--- src/rtl/seg_pkg.sv ---
// Shared definitions for the count-display pipeline: converter FSM states and
// BCD digit constants.
package seg_pkg;

    typedef enum logic [1:0] {
        ST_IDLE  = 2'd0,
        ST_SHIFT = 2'd1,
        ST_DONE  = 2'd2
    } state_t;

    localparam int              BCD_W    = 4;
    localparam logic [BCD_W-1:0] BCD_NINE = 4'd9;

endpackage

--- src/rtl/bcd_dabble_digit.sv ---
// Combinational double-dabble digit correction: a digit of 5 or more gets 3
// added so the following left shift carries correctly into the next digit.
module bcd_dabble_digit
    import seg_pkg::*;
(
    input  logic [BCD_W-1:0] digit,
    output logic [BCD_W-1:0] adj
);

    assign adj = (digit >= 4'd5) ? digit + 4'd3 : digit;

endmodule

--- src/rtl/bin2bcd_seq.sv ---
// Sequential shift-add-3 binary-to-BCD converter with start/busy/done handshake.
// One guard digit above the presented digits detects values that do not fit.
module bin2bcd_seq
    import seg_pkg::*;
#(
    parameter int BIN_W  = 20,
    parameter int DIGITS = 6
) (
    input  logic                  clk,
    input  logic                  rst_n,
    input  logic                  start,
    input  logic [BIN_W-1:0]      bin,
    output logic                  busy,
    output logic                  done,
    output logic [4*DIGITS-1:0]   bcd,
    output logic                  overflow
);

    localparam int INT_DIGITS = DIGITS + 1;
    localparam int ACC_W      = BCD_W * INT_DIGITS;
    localparam int SR_W       = ACC_W + BIN_W;
    localparam int CNT_W      = $clog2(BIN_W + 1);
    localparam logic [CNT_W-1:0] LAST_CNT = CNT_W'(BIN_W - 1);

    state_t             state, state_nx;
    logic [ACC_W-1:0]   acc, acc_adj, acc_sh;
    logic [BIN_W-1:0]   bin_sr, bin_sh;
    logic [SR_W-1:0]    sr_sh;
    logic [CNT_W-1:0]   cnt;
    logic [BCD_W-1:0]   guard;
    logic               load, shift_en, capture;

    for (genvar g = 0; g < INT_DIGITS; g++) begin : g_digit
        bcd_dabble_digit u_adj (
            .digit (acc[g*BCD_W +: BCD_W]),
            .adj   (acc_adj[g*BCD_W +: BCD_W])
        );
    end

    assign sr_sh  = {acc_adj, bin_sr} << 1;
    assign acc_sh = sr_sh[SR_W-1:BIN_W];
    assign bin_sh = sr_sh[BIN_W-1:0];
    assign guard  = acc_sh[ACC_W-1 -: BCD_W];

    // NOTE: every signal written here gets a default first so no path through
    // the case statement leaves one unassigned and infers a latch.
    always_comb begin
        state_nx = state;
        load     = 1'b0;
        shift_en = 1'b0;
        capture  = 1'b0;
        case (state)
            ST_IDLE: begin
                if (start) begin
                    load     = 1'b1;
                    state_nx = ST_SHIFT;
                end
            end
            ST_SHIFT: begin
                shift_en = 1'b1;
                if (cnt == LAST_CNT) begin
                    capture  = 1'b1;
                    state_nx = ST_DONE;
                end
            end
            ST_DONE: begin
                if (start) begin
                    load     = 1'b1;
                    state_nx = ST_SHIFT;
                end else begin
                    state_nx = ST_IDLE;
                end
            end
            default: state_nx = ST_IDLE;
        endcase
    end

    // NOTE: state is updated with non-blocking assignments so every flop
    // samples the pre-edge values, independent of block ordering.
    always_ff @(posedge clk or negedge rst_n) begin
        if (!rst_n) state <= ST_IDLE;
        else        state <= state_nx;
    end

    always_ff @(posedge clk or negedge rst_n) begin
        if (!rst_n) begin
            acc    <= '0;
            bin_sr <= '0;
            cnt    <= '0;
        end else if (load) begin
            acc    <= '0;
            bin_sr <= bin;
            cnt    <= '0;
        end else if (shift_en) begin
            acc    <= acc_sh;
            bin_sr <= bin_sh;
            cnt    <= cnt + CNT_W'(1);
        end
    end

    // Results are captured from the final shift so they appear with DONE.
    always_ff @(posedge clk or negedge rst_n) begin
        if (!rst_n) begin
            bcd      <= '0;
            overflow <= 1'b0;
        end else if (capture) begin
            if (guard != '0) begin
                bcd      <= {DIGITS{BCD_NINE}};
                overflow <= 1'b1;
            end else begin
                bcd      <= acc_sh[BCD_W*DIGITS-1:0];
                overflow <= 1'b0;
            end
        end
    end

    assign busy = (state == ST_SHIFT);
    assign done = (state == ST_DONE);

endmodule
--- config.mk ---
export PLATFORM = sky130hd
export DESIGN_NAME = bin2bcd_seq
export DESIGN_NICKNAME = d
export VERILOG_FILES = /design/src/rtl/seg_pkg.sv /design/src/rtl/bcd_dabble_digit.sv /design/src/rtl/bin2bcd_seq.sv
export SDC_FILE = /design/constraint.sdc
export NUM_CORES = 1
export LEC_CHECK = 0
export CORE_MARGIN = 2
export CORE_UTILIZATION = 50
export DETAILED_ROUTE_END_ITERATION = 8
export GPL_ROUTABILITY_DRIVEN = 0
export PLACE_DENSITY = 0.84
export SETUP_SLACK_MARGIN = 0.02
export SLEW_MARGIN = 10
export SYNTH_ARGS = -nofsm -noshare
export SYNTH_HDL_FRONTEND = slang
export SYNTH_HIERARCHICAL = 1
export SYNTH_SLANG_ARGS = --single-unit
export TNS_END_PERCENT = 5
--- constraint.sdc ---
create_clock -name clk -period 3.75 [get_ports clk]
set_input_delay 0.375 -clock clk [delete_from_list [all_inputs] [get_ports clk]]
set_output_delay 0.375 -clock clk [all_outputs]
set_load 0.05 [all_outputs]
==> impl_metrics.json <==
{
  "outcome": "completed",
  "antenna_found_initial": 0,
  "path_buf_inv": 2,
  "hold_viol": 0,
  "die_w_um": 93.74,
  "grt_pass1_vias": 3103,
  "criticalPathCategory": "reg -> out",
  "cts_resized": 0,
  "area_growth_pct": 17.78,
  "drt-pass1-iter-count": 5,
  "drv_cap": 0,
  "wl_per_cell_um": 15.53,
  "cts_buffers": 9,
  "cts_max_level": 3,
  "cp_max_fo": 36,
  "seqCellArea_um2": 2002,
  "r2r-end": "bcd[6]$_DFFE_PN0P_",
  "power_frac_comb_pct": 53.3,
  "p_seq_share_pct": 32.1,
  "wl_um": 8277,
  "grt_pass1_wl_um": 13990,
  "worst-r2r-setup-slack_ps": 1420,
  "timing.rr.start": "state[1]$_DFFE_PN0P_",
  "cts_hold_buf": 0,
  "hp-class": "in -> async",
  "core.rowCount": 32,
  "clock.fmax_mhz": 397.8,
  "ir_drop_uv": 385.4,
  "ios": 50,
  "fill_cells": 630,
  "drv_slew": 0,
  "clock_latency_ps": 360,
  "p_int_mw": 2.704,
  "crit_required_ps": 3380,
  "worstPathCellList": "nand2b_1 -> inv_4 -> clkdlybuf4s50_1",
  "fin_skew_ps": 11.62,
  "synth_warnings": 6,
  "syn_area_per_cell_um2": 10.40,
  "endpoint_kind": "output pin",
  "startpoint": "state[1]$_DFFE_PN0P_",
  "drc_errors": 0,
  "die-area_um2": 8786,
  "pwr_density_cell_nw_per_um2": 1041,
  "clkTransAtPathRegs_ps": 80,
  "die_h_um": 93.74,
  "worstSetupStartpointType": "register",
  "p_leak_nw": 2.238,
  "layout.cells.non_filler": 533,
  "clock_sinks": 80,
  "maxSlewHeadroom_pct": 34.22,
  "grtUsageTotal_pct": 20.30,
  "multiInputGateArea_um2": 1743,
  "start_util_pct": 51.84,
  "syn-cell-area_um2": 4026,
  "cp_top_family": "buffers and inverters",
  "drive_above_1_share_pct": 8.585,
  "rsz0062_at_grt": "no",
  "worstRegToRegCells": 5,
  "finalNetCount": 464,
  "critical_path.slowest_cell": "clkdlybuf4s50_1",
  "ant_nets": 0,
  "setup_viol": 0,
  "drt_iter0_markers": 217,
  "p_sw_share_pct": 45.23,
  "p_switching_mw": 2.233,
  "dpl.cell_count": 517,
  "tightestPinTransition_ps": 986.7,
  "place_hpwl_um": 5343,
  "diodes": 0,
  "tritoncts": "done",
  "crit_arrival_ps": 2140,
  "clkPwrFrac_pct": 14.6,
  "cts.path.max_buffers": 2,
  "clockRootBuffer": "clkbuf_8",
  "syn_inst": 387,
  "finalSetupTns_ps": 0,
  "core_um2": 7767,
  "fin_ws_ps": 1236,
  "grt_max_degree": 81,
  "postCtsSetupRepairBufs": 0,
  "via_per_inst": 5.720,
  "vias": 3049,
  "grt-ovfl-total": 0,
  "io_buffers": 49,
  "pre_cts_ws_ps": 1467,
  "syn-num-nets": 425,
  "min_period_ps": 2514,
  "post-route-period-util_pct": 67.04,
  "slowest_delay_ps": 920
}
-- power groups by stage --
stage,registers (mW),logic [mW],clock network (mW)
after floorplan,1.97,1.63,0
after global placement,1.57,2.52,0
after detailed placement,1.59,2.61,0
after CTS,1.58,2.63,0.729
after global routing,1.64,2.86,0.769
final,1.58,2.63,0.720
-- final cells by class --
class | count | share of cell area [%]
multi-input combinational | 252 | 36.75
clock buffer | 10 | 2.902
timing repair buffer | 55 | 11.24
inverter | 28 | 2.269
tap | 102 | 2.691
sequential | 80 | 42.22
clock inverter | 6 | 1.926
-- layer usage --
layer | wire length, um | vias to the layer above | global-route usage [%] | share of wire [%]
met5 | 0 | - | 0 | 0
met4 | 146 | 0 | 9.541 | 1.8
met2 | 4178 | 61 | 33.21 | 50
li1 | - | 1463 | - | -
met3 | 286 | 13 | 3.852 | 3.5
met1 | 3665 | 1512 | 26.08 | 44
-- cells in the final DEF (no fill, tap or decap), types with 8 or more instances in the layout --
cell / n
dfrtp_1: 80
nand2_1: 49
clkdlybuf4s50_1: 48
a22o_1: 30
inv_1: 27
nand3_1: 18
a22oi_1: 17
nand2b_1: 15
ha_1: 15
a21oi_1: 14
a21o_1: 12
a41oi_1: 12
mux2i_1: 10
clkbuf_8: 10
and4_1: 9
nor2_1: 8
o21ai_0: 8
-- state kept, by name (all words and copies together) (netlist names) --
signal / count
state: 2
bcd: 24
cnt: 5
overflow: 1
bin_sr: 20
acc: 28
-- worst register-to-register path, cell delays in order, from the launching register on --
cell,delay (ps)
dfrtp_1,370
nand2b_1,180
inv_4,300
buf_4,520
nand2_1,520
a21o_1,320
-- how the worst max path moves through the flow --
stage	slack, ps	end	cells after the start
4_1_cts	1220	busy	3
6_report	1240	busy	3
2_1_floorplan	1790	bcd[11]$_DFFE_PN0P_	8
3_5_place_dp	1470	bcd[9]$_DFFE_PN0P_	5
3_3_place_gp	1550	bcd[18]$_DFFE_PN0P_	5
5_1_grt	1150	busy	3
-- per-stage QoR --
stage	utilization [%]	cell area, um^2	hold slack [ps]	power (mW)
after detailed placement	58.10	4513	465.4	4.202
final	61.05	4742	156.3	4.937
after floorplan	-	4026	79.41	3.596
after global routing	61.05	4742	252.0	5.268
after global placement	58.10	4513	458.1	4.087
after CTS	61.05	4742	215.3	4.945
Power figures use the tool's default switching activity.
